$ cat src/rtl/max_vec_pkg.sv
// Shared constants, data types and controller state encoding for the
// streamed vector-max sequencer.
package max_vec_pkg;
    localparam int DATA_W   = 8;
    localparam int LANES    = 8;
    localparam int PIPE_LAT = 3;
    localparam int CNT_W    = 8;

    typedef logic signed [DATA_W-1:0] elem_t;
    typedef logic [LANES*DATA_W-1:0]  beat_t;

    typedef enum logic [2:0] {FLUSH, IDLE, ISSUE, DRAIN, DONE} state_t;
endpackage

$ cat src/rtl/max_vec_accum.sv
// Running signed maximum and the index of the beat that produced it.
// The next-state value is exported so the final return can be reported without an extra cycle.
module max_vec_accum #(
    parameter int DATA_W = 8,
    parameter int CNT_W  = 8
) (
    input  logic                     clk,
    input  logic                     rst,
    input  logic                     clr,
    input  logic                     upd,
    input  logic signed [DATA_W-1:0] value,
    input  logic [CNT_W-1:0]         idx,
    output logic signed [DATA_W-1:0] acc_nxt,
    output logic [CNT_W-1:0]         idx_nxt
);
    logic signed [DATA_W-1:0] acc;
    logic [CNT_W-1:0]         acc_idx;
    logic                     acc_valid;
    logic                     take;

    // Strict compare so a tie leaves the earlier index in place.
    assign take    = upd && (!acc_valid || (value > acc));
    assign acc_nxt = take ? value : acc;
    assign idx_nxt = take ? idx : acc_idx;

    always_ff @(posedge clk) begin
        if (rst || clr) begin
            acc       <= '0;
            acc_idx   <= '0;
            acc_valid <= 1'b0;
        end else if (take) begin
            acc       <= value;
            acc_idx   <= idx;
            acc_valid <= 1'b1;
        end
    end
endmodule

$ cat src/rtl/max_vector_stream_ctrl.sv
// Feeds a job of N beats into the max pipeline, counts the returning results and
// reduces them to the job maximum and its beat index, with a done pulse per job.
module max_vector_stream_ctrl #(
    parameter int DATA_W   = max_vec_pkg::DATA_W,
    parameter int LANES    = max_vec_pkg::LANES,
    parameter int PIPE_LAT = max_vec_pkg::PIPE_LAT,
    parameter int CNT_W    = max_vec_pkg::CNT_W
) (
    input  logic                      clk,
    input  logic                      rst,
    input  logic                      start,
    input  logic [CNT_W-1:0]          num_beats,
    output logic                      busy,
    input  logic                      in_valid,
    output logic                      in_ready,
    input  logic [LANES*DATA_W-1:0]   in_data,
    output logic                      pipe_valid_in,
    output logic [LANES*DATA_W-1:0]   pipe_data,
    input  logic signed [DATA_W-1:0]  pipe_result,
    input  logic                      pipe_valid_out,
    output logic signed [DATA_W-1:0]  max_out,
    output logic [CNT_W-1:0]          max_idx,
    output logic                      done,
    output logic                      err,
    output max_vec_pkg::state_t       dbg_state
);
    import max_vec_pkg::*;

    localparam int FL_W = $clog2(PIPE_LAT + 2);

    state_t                   state;
    logic [FL_W-1:0]          flush_cnt;
    logic [CNT_W-1:0]         n_beats;
    logic [CNT_W-1:0]         issued;
    logic [CNT_W-1:0]         returned;
    logic [CNT_W-1:0]         issued_inc;
    logic [CNT_W-1:0]         returned_inc;
    logic                     issue_hs;
    logic                     ret_hs;
    logic                     acc_clr;
    logic signed [DATA_W-1:0] acc_nxt;
    logic [CNT_W-1:0]         idx_nxt;

    // A beat transfers on any cycle where in_valid and in_ready are both high; the
    // source may hold in_valid low for any number of cycles, and in_ready never
    // depends combinationally on in_valid.
    assign issue_hs      = in_valid & in_ready;
    assign pipe_valid_in = issue_hs;
    assign pipe_data     = in_data;

    assign ret_hs       = pipe_valid_out && ((state == ISSUE) || (state == DRAIN))
                          && (returned != n_beats);
    assign acc_clr      = (state == IDLE) && start && (num_beats != '0);
    assign issued_inc   = issued + 1'b1;
    assign returned_inc = returned + 1'b1;
    assign dbg_state    = state;

    max_vec_accum #(.DATA_W(DATA_W), .CNT_W(CNT_W)) u_accum (
        .clk     (clk),
        .rst     (rst),
        .clr     (acc_clr),
        .upd     (ret_hs),
        .value   (pipe_result),
        .idx     (returned),
        .acc_nxt (acc_nxt),
        .idx_nxt (idx_nxt)
    );

    always_ff @(posedge clk) begin
        if (rst) begin
            state     <= FLUSH;
            flush_cnt <= FL_W'(PIPE_LAT);
            n_beats   <= '0;
            issued    <= '0;
            returned  <= '0;
            busy      <= 1'b0;
            in_ready  <= 1'b0;
            max_out   <= '0;
            max_idx   <= '0;
            done      <= 1'b0;
            err       <= 1'b0;
        end else begin
            done <= 1'b0;
            err  <= 1'b0;
            if (ret_hs) returned <= returned_inc;
            case (state)
                // Results still in flight from before reset drain out here unseen.
                FLUSH: begin
                    flush_cnt <= flush_cnt - 1'b1;
                    if (flush_cnt <= FL_W'(1)) state <= IDLE;
                end
                IDLE: begin
                    if (start) begin
                        if (num_beats == '0) begin
                            err <= 1'b1;
                        end else begin
                            n_beats  <= num_beats;
                            issued   <= '0;
                            returned <= '0;
                            busy     <= 1'b1;
                            in_ready <= 1'b1;
                            state    <= ISSUE;
                        end
                    end
                end
                ISSUE: begin
                    if (issue_hs) begin
                        issued <= issued_inc;
                        if (issued_inc == n_beats) begin
                            in_ready <= 1'b0;
                            state    <= DRAIN;
                        end
                    end
                end
                // The final return lands on the same edge that publishes the result.
                DRAIN: begin
                    if (ret_hs && (returned_inc == n_beats)) begin
                        state   <= DONE;
                        busy    <= 1'b0;
                        done    <= 1'b1;
                        max_out <= acc_nxt;
                        max_idx <= idx_nxt;
                    end
                end
                DONE:    state <= IDLE;
                default: state <= FLUSH;
            endcase
        end
    end
endmodule

$ cat config.mk
export PLATFORM = sky130hd
export DESIGN_NAME = max_vector_stream_ctrl
export DESIGN_NICKNAME = d
export VERILOG_FILES = /design/src/rtl/max_vec_pkg.sv /design/src/rtl/max_vec_accum.sv /design/src/rtl/max_vector_stream_ctrl.sv
export SDC_FILE = /design/constraint.sdc
export NUM_CORES = 1
export LEC_CHECK = 0
export CAP_MARGIN = 15
export CORE_AREA = 5 5 101 103
export DETAILED_ROUTE_END_ITERATION = 8
export DIE_AREA = 0 0 106 108
export GPL_TIMING_DRIVEN = 0
export HOLD_SLACK_MARGIN = 0.15
export PLACE_DENSITY = 0.85
export SETUP_SLACK_MARGIN = 0.3
export SYNTH_ARGS = -nofsm -noshare
export SYNTH_HDL_FRONTEND = slang
export SYNTH_HIERARCHICAL = 1
export SYNTH_SLANG_ARGS = --single-unit
export TNS_END_PERCENT = 50
$ cat constraint.sdc
create_clock -name clk -period 3.6 [get_ports clk]
set_input_delay 0.54 -clock clk [delete_from_list [all_inputs] [get_ports clk]]
set_output_delay 0.54 -clock clk [all_outputs]
set_load 0.01 [all_outputs]
# Yosys cells after proc, flatten, opt, wreduce, memory -nomap -nowiden
# Index checks and enable logic that the tools add are counted.
dict set report word_totals {
  word_cells 86
  in_bits 85
  regBits 67
}
dict set report op_classes {
  mux 26
  n_eq_ne 13
  bitwise_logic 5
  reduce_logical 23
  n_lt_le_gt_ge 2
  n_addsub 3
}
# op count
set ops {}
lappend ops {{8-bit 2-to-1 mux} 9}
lappend ops {{3-bit 2-to-1 mux} 6}
lappend ops {{8-bit by 1-bit adder with 8-bit output, second input constant} 2}
lappend ops {{8-bit == test} 2}
lappend ops {{8-bit one-hot mux with 2 select lines} 1}
lappend ops {{3-bit one-hot mux with 5 select lines} 1}
lappend ops {{8-bit greater-than comparator} 1}
lappend ops {{8-bit logical NOT} 1}
lappend ops {{2-bit != test, second input constant} 4}
lappend ops {{8-bit != test} 1}
lappend ops {{4-bit AND reduction} 2}
lappend ops {{8-bit nonzero test} 1}
lappend ops {{1-bit 2-to-1 mux} 7}
lappend ops {{3-bit by 2-bit == test with 1-bit output, second input constant} 2}
lappend ops {{1-bit logical AND} 6}
lappend ops {{6-bit AND reduction} 1}
lappend ops {{5-bit AND reduction} 1}
lappend ops {{2-bit by 1-bit != test with 1-bit output, second input constant} 2}
lappend ops {{1-bit NOT} 4}
lappend ops {{1-bit one-hot mux with 2 select lines} 2}
lappend ops {{2-bit nonzero test} 2}
lappend ops {{3-bit by 1-bit == test with 1-bit output, second input constant} 1}
lappend ops {{3-bit == test, second input constant} 1}
lappend ops {{3-bit by 1-bit less-or-equal comparator with 1-bit output, second input constant} 1}
lappend ops {{9 further kinds} 11}

# Logic depth before layout (Yosys ltp)
# Gate-level depths: netlist of the first run.
dict set report logic_depth {
  ltp_word 8
  depth_mapped 13
}

# Cells and area by module
# The synthesis of the first run kept the hierarchy.
# module cells_each instances seq_area_each_um2 area_per_inst_um2
set by_module_without_submodules {}
lappend by_module_without_submodules {max_vector_stream_ctrl 394 1 1001.0 3174.3}
lappend by_module_without_submodules {max_vec_accum 126 1 340.3 1061.0}

# Least setup slack after synthesis of the first run
# OpenSTA, ideal clock, no wires.
dict set report synth_timing {
  path_type {input to register}
  start {in pipe_result[7]}
  end {reg max_out[4]}
  arrival_ns 2.335
  setup_time_ns 0.122
  stages 9
  setup_slack_ns 1.144
  n_path_buf 1
  path_cell_list {ha_1 > nand4_2 > a211o_1 > a221oi_4 > nor2_4 > buf_6 > mux2_4 > nand3_1 > a21oi_1}
}
dict set report synth_between {
  elab_chain_len 4
}
# element line
set synth_lines {}
lappend synth_lines {{start: declaration} max_vector_stream_ctrl.sv:19} ;# input logic signed [DATA_W-1:0] pipe_result,
lappend synth_lines {{8-bit greater-than comparator} max_vec_accum.sv:22} ;# assign take = upd && (!acc_valid || (value > acc));
lappend synth_lines {{1-bit logical OR} max_vec_accum.sv:22}
lappend synth_lines {{1-bit logical AND} max_vec_accum.sv:22}
lappend synth_lines {{8-bit 2-to-1 mux} -}
lappend synth_lines {{net acc_nxt[4]} max_vector_stream_ctrl.sv:41} ;# logic signed [DATA_W-1:0] acc_nxt;
lappend synth_lines {{end signal: assignment} max_vector_stream_ctrl.sv:121} ;# max_out <= acc_nxt;
lappend synth_lines {{end: declaration} max_vector_stream_ctrl.sv:21} ;# output logic signed [DATA_W-1:0] max_out,
# The timed path passes the listed nets, and every way through them passes these cells.
# A chain may end at the register's enable or synchronous reset.

# Worst setup path in the final report of the first run
dict set report layout_timing {
  start {in pipe_result[7]}
  end {reg max_out[6]}
}
# Same word-level chain as after synthesis.

==> results of run 1 <==
[layout make-up]
class | instances | area [um^2]
Fill cell | 808 | 3480
Multi-Input combinational cell | 341 | 2160
Sequential cell | 67 | 1340
Timing Repair Buffer | 108 | 1080
Buffer | 94 | 664
Clock buffer | 12 | 145
Tap cell | 111 | 139
Inverter | 18 | 67.6
Clock inverter | 4 | 26.3
[final timing paths]
path         depth (start not counted)          to  slack [ns]
max                                 10  max_out[6]        0.66
min reg2reg                          2  max_idx[7]        0.48
min                                  2  max_idx[7]        0.48
max reg2reg                         13  max_out[6]        0.78
[metal layers]
metal | global-route usage (%) | routed length, um | up-vias
li1 | - | - | 1990
met1 | 24.4 | 4750 | 1915
met2 | 35.3 | 5780 | 186
met3 | 4.78 | 993 | 16
met4 | 6.66 | 173 | 0
met5 | 0 | 0 | -
[report_power, final]
group          internal, uW  switching, uW  total [uW]
Sequential              780           49.4         829
Clock                   268            296         564
Combinational           303            286         589
[layout by cell type (no fill, tap or decap), types with 3 or more instances in the layout]
cell type / Yosys / routed
buf_2: 10 / 10
and3_1: 5 / 5
and4b_1: 4 / 4
o21ai_0: 43 / 43
nand3_1: 39 / 39
or3_1: 3 / 3
mux2_4: 3 / 3
buf_4: 65 / 65
nand2_1: 43 / 43
xnor2_1: 19 / 19
dfxtp_1: 67 / 67
nand3b_1: 3 / 3
nor2_1: 33 / 33
o21ai_1: 3 / 3
clkbuf_8: 2 / 12
buf_6: 4 / 4
xor2_1: 9 / 9
nand2b_1: 3 / 3
a21oi_1: 36 / 36
mux2_2: 5 / 5
clkdlybuf4s50_1: 0 / 108
ha_1: 12 / 12
and2_1: 3 / 3
inv_1: 16 / 16
a21boi_0: 10 / 10
clkbuf_1: 11 / 13
nor3_1: 9 / 9
nor4_1: 3 / 3
nand4_1: 11 / 11
[worst min-delay path, stage by stage (launching register included)]
cell     delay (ns)
dfxtp_1        0.31
o21ai_0        0.06
a21oi_1        0.06
[kinds of logic (layout without fill, tap and decap cells)]
group / after synthesis / after routing / share of synthesized area [%]
buffers and inverters: 112 / 236 / 17.3
adder cells (fa/ha/maj): 12 / 12 / 3.54
flip-flops: 67 / 67 / 31.7
AND/OR/NAND/NOR: 177 / 177 / 22.1
AO/OA/AOI/OAI: 114 / 114 / 16.6
multiplexers: 9 / 9 / 2.63
XOR/XNOR: 29 / 29 / 6.17
[sequential cells by signal, summed over array words and instances, names as in the netlist]
name	count
returned	8
issued	8
max_idx	8
u_accum/acc_valid	1
err	1
n_beats	8
dbg_state	3
max_out	8
u_accum/acc_idx	8
busy	1
flush_cnt	3
done	1
in_ready	1
u_accum/acc	8
[stage by stage]
| stage | power (uW) | setup WS [ns] |
|---|---|---|
| 2_1_floorplan | 1210 | 1.14 |
| 3_3_place_gp | 1410 | 0.429 |
| 3_5_place_dp | 1430 | 0.337 |
| 4_1_cts | 1990 | 0.702 |
| 5_1_grt | 2090 | 0.558 |
| 6_report | 1980 | 0.657 |
==> flow_summary_export.csv, run 1 <==
group,metric,value,unit
synthesis,yosys_most_used_dff,"dfxtp_1",
critical_path,crit_buf_inv,2,
die,die_height,108,um
clock_network,post_cts_buffers,0,
die,core_area,9110,um^2
synthesis,yosysMostFrequentCell,"dfxtp_1",
critical_path,worstPathArrival,3.17,ns
synthesis,synth_warnings,6,
synthesis,yosysUniqueCellTypes,64,
synthesis,synth-edff-count,0,
global_routing,antenna_found_initial,0,
critical_path,r2r-start,"returned[3]",
critical_path,cp-startpoint,"pipe_result[7]",
detailed_routing,wl_per_cell,15.5,um
clock_network,cts_resized,0,
die,rows,35,
detailed_routing,initialDrtViolationCount,185,
power_and_ir_drop,p_leak,0.00224,uW
critical_path,crit_type,"primary input to register",
synthesis,synth.area.top_cells,"dfxtp_1 32%, buf_4 12%, o21ai_0 5.1%",
critical_path,crit_path_top_delay_cell,"a221oi_4",
detailed_routing,wl,11700,um
die,dieWidth,106,um
timing,fin_skew,0.0134,ns
timing,relSlewSlack,59.9,%
timing,final.setup.tns,0,ns
clock_network,clkLatencyLatePin,0.35,ns
global_routing,track_usage,20.2,%
synthesis,synthDominantCellAreaShare,31.7,%
clock_network,cts_sinks,67,
run,drv_cap,0,
synthesis,synth_nets,617,
die,start_util,46.5,%
global_routing,grt_pass1_vias,3978,
global_routing,grt_start_max_net_pins,12,
clock_network,root_buffer,"clkbuf_8",
critical_path,cp_max_fo,10,
critical_path,cp_top_family,"compound AO/OA/AOI/OAI gates",
critical_path,cp-end-kind,"register",
synthesis,synthTopCellsByCount,"67 x dfxtp_1, 65 x buf_4, 43 x nand2_1, 43 x o21ai_0, 39 x nand3_1",
detailed_routing,routed-via-count,4107,
timing,rsz0062_at_grt,"false",
synthesis,syn_area,4240,um^2
place,place_area,5460,um^2
critical_path,cp_cell_sequence,"clkdlybuf4s50_1 -> ha_1 -> nand4_2 -> a211o_1 -> a221oi_4 -> nor2_4 -> buf_6 -> mux2_4 -> nand3_1 -> a21oi_1",
final_layout,fin_nets,736,
final_layout,area_growth,32.9,%
timing,final_max_slew_viol_count,0,
timing,fmax,340,MHz
detailed_routing,drc,0,
final_layout,drive_above_1_share,19.7,%
clock_network,cts.clk_slew.worst_paths,0.07,ns
final_layout,final_cells,755,
min_path,hp-class,"register to register",
synthesis,avgSynthCellArea,8.14,um^2
run_status,status,"completed",
global_routing,gr-total-overflow,0,
final_layout,final_area,5630,um^2
critical_path,worstPathRequired,3.83,ns
final_layout,diodes,0,
synthesis,netlist_instances,520,
place,dp.cells,739,
place,dp_hpwl,9200,um
clock_network,cts_tree,"yes",
detailed_routing,drt_pass1_iterations,5,
global_routing,grt_pass1_wl,19000,um
power_and_ir_drop,ir_drop,0.285,mV
detailed_routing,ant_nets,0,
clock_network,htree_levels,3,
detailed_routing,vias_per_cell,5.44,
timing,min_period_over_period,81.8,%
timing,period_needed,2.94,ns
timing,tightest_slew,0.599,ns
timing,setup_viol,0,
critical_path,start_kind,"primary input",
die,dieArea,11400,um^2
clock_network,cts_buffers,9,
timing,whs,0.480,ns
clock_network,cts_hold_buf,0,
synthesis,ys_async_sr_fraction,0,%
synthesis,synth-seq-cells,67,
min_path,worstHoldStart,"max_idx[7]",
synthesis,yosys.area.top_type,"dfxtp_1",
synthesis,synth-seq-area-share,31.7,%
place,port_buffers,108,
timing,hold_viol,0,
die,io-pin-count,173,
place,globalplace.congestion,0.969,
clock_network,clock_path_buffers,2,
final_layout,final_util,61.8,%
power_and_ir_drop,power_density,352,nW/um^2
critical_path,cp_slowest_stage_delay,0.53,ns
(Power assumes the default switching activity.)
==> run 2, diff against run 1 <==
Settings changed: CORE_AREA 5 5 101 103 to 5 5 105 107, DIE_AREA 0 0 106 108 to 0 0 110 112, PLACE_DENSITY 0.85 to 0.79.
Clock period 3.6 ns to 2.95 ns, I/O delays scaled along.
==> flow_summary_export.csv, run 2 (same netlist as run 1, synthesis figures left out) <==
group,metric,value,unit
place,port_buffers,108,
clock_network,root_buffer,"clkbuf_8",
critical_path,crit_top_cell,"buf_4",
timing,rsz0062_at_grt,"false",
final_layout,layout_commonest_cell,"clkdlybuf4s50_1",
critical_path,cp_top_family,"buffers and inverters",
global_routing,grt_start_max_net_pins,13,
die,dieArea,12300,um^2
die,rows,37,
timing,period_needed,2.57,ns
final_layout,area_growth,38.6,%
global_routing,gr-usage-met3,4.29,%
global_routing,grt_pass1_vias,3889,
critical_path,crit_path_top_delay_cell,"clkdlybuf4s50_1",
place,place_area,5490,um^2
timing,fin_skew,0.0123,ns
global_routing,use_met1,21.1,%
power_and_ir_drop,p_leak,0.00236,uW
run_status,status,"completed",
clock_network,cts_sinks,67,
critical_path,cp_cell_sequence,"clkdlybuf4s50_1 -> ha_1 -> nand4_2 -> o311a_1 -> and3_1 -> buf_4 -> nor2_4 -> buf_4 -> mux2_2 -> nand3_1 -> a21oi_1",
timing,tightest_slew,0.609,ns
final_layout,drive_above_1_share,23.1,%
clock_network,cts_tree,"yes",
timing,setup_viol,0,
global_routing,use_met2,33.5,%
place,globalplace.congestion,0.859,
power_and_ir_drop,power_density,431,nW/um^2
clock_network,cts_buffers,9,
clock_network,clock_path_buffers,2,
timing,fmax,390,MHz
timing,final_max_slew_viol_count,0,
timing,relSlewSlack,59.3,%
global_routing,grt_pass1_wl,18600,um
final_layout,final_util,58.4,%
final_layout,final_cells,786,
clock_network,htree_levels,3,
critical_path,start_kind,"primary input",
detailed_routing,drc,0,
die,io-pin-count,173,
final_layout,multi_input_comb_area,2260,um^2
detailed_routing,ant_nets,0,
clock_network,clkLatencyLatePin,0.35,ns
timing,min_period_over_period,87.0,%
critical_path,crit_buf_inv,3,
final_layout,diodes,0,
power_and_ir_drop,ir_drop,0.306,mV
global_routing,track_usage,18.6,%
detailed_routing,drt_pass1_iterations,5,
min_path,hp-class,"primary input to register",
global_routing,antenna_found_initial,0,
critical_path,cp_slowest_stage_delay,0.45,ns
global_routing,busiest_layer,"met2",
detailed_routing,routed-via-count,4111,
detailed_routing,initialDrtViolationCount,271,
detailed_routing,wl,11800,um
critical_path,ff2ff_setup_slack,0.43,ns
critical_path,worstPathArrival,2.80,ns
final_layout,final_area,5870,um^2
global_routing,gr-total-overflow,0,
detailed_routing,wl_per_cell,15.1,um
clock_network,cts.clk_slew.worst_paths,0.07,ns
final_layout,fin_nets,742,
die,start_util,42.2,%
detailed_routing,vias_per_cell,5.23,
final_layout,nFillCells,891,
critical_path,worstPathRequired,3.18,ns
die,core_area,10000,um^2
critical_path,cp-end-kind,"register",
place,dp_hpwl,8970,um
die,die_height,112,um
run,drv_cap,0,
timing,hold_viol,0,
critical_path,crit_type,"primary input to register",
place,dp.cells,764,
die,dieWidth,110,um
final_layout,final_cell_mix,"101 x clkdlybuf4s50_1, 73 x buf_4, 63 x dfxtp_1, 43 x nand2_1, 43 x o21ai_0",
final_layout,regArea,1350,um^2
critical_path,cp_max_fo,10,
## run 2: cell types whose count changed in the layout (fill, tap and decap cells not counted), sizes merged
cell,change
clkinvlp,+1
bufinv,+1
clkinv,-1
buf,+6
inv,+1
clkbuf,-2
dlymetal6s2s,+7
clkdlybuf4s50,-7
## run 2: through the flow
step / power, uW / setup WS [ns] / hold WS (ns) / setup TNS, ns
2_1_floorplan: 1480 / 0.563 / 0.461 / 0
5_1_grt: 2670 / 0.298 / 0.453 / 0
3_3_place_gp: 1720 / -0.124 / 0.458 / -0.357
6_report: 2530 / 0.385 / 0.441 / 0
3_5_place_dp: 1740 / -0.169 / 0.468 / -0.749
4_1_cts: 2540 / 0.313 / 0.476 / 0
## run 2: timing repair
item | 4_1_cts | 5_1_grt
hold buffers | 0 | 0
pin swaps | 3 | 10
gates resized for setup | 1 | 33
gates cloned | 0 | 1
setup buffers | 3 | 2
endpoints found under the setup margin | 7 | 28
## run 2: routing by layer
metal  part of all wire [%]  vias up  wire [um]
li1                       -     2000          -
met1                     39     1940       4580
met2                     52      150       6200
met3                    7.2       21        856
met4                    1.7        0        207
met5                      0        -          0
## run 2: cell type report
type / count / area share (%)
buffer: 94 / 11.5
clock inverter: 6 / 1.09
multi-input combinational: 341 / 38.6
tap: 136 / 2.90
clock buffer: 10 / 2.34
inverter: 18 / 1.19
sequential: 67 / 22.9
timing repair buffer: 114 / 19.4
## run 2: worst min-delay path, stage by stage
cell and delay (ns):
dlymetal6s2s_1 0.16, nand2_1 0.07, o21ai_0 0.07
## run 2: worst paths after layout
check | from | cells past startpoint | to
max | pipe_result[4] | 11 | max_out[3]
min | pipe_result[6] | 3 | u_accum/acc[6]
max reg2reg | returned[3] | 13 | max_out[3]
min reg2reg | max_idx[2] | 2 | max_idx[2]
## run 2: report_power, final
part | total, uW | internal (uW) | switching, uW
clock | 785 | 413 | 372
sequential | 1010 | 952 | 61.0
combinational | 732 | 383 | 349
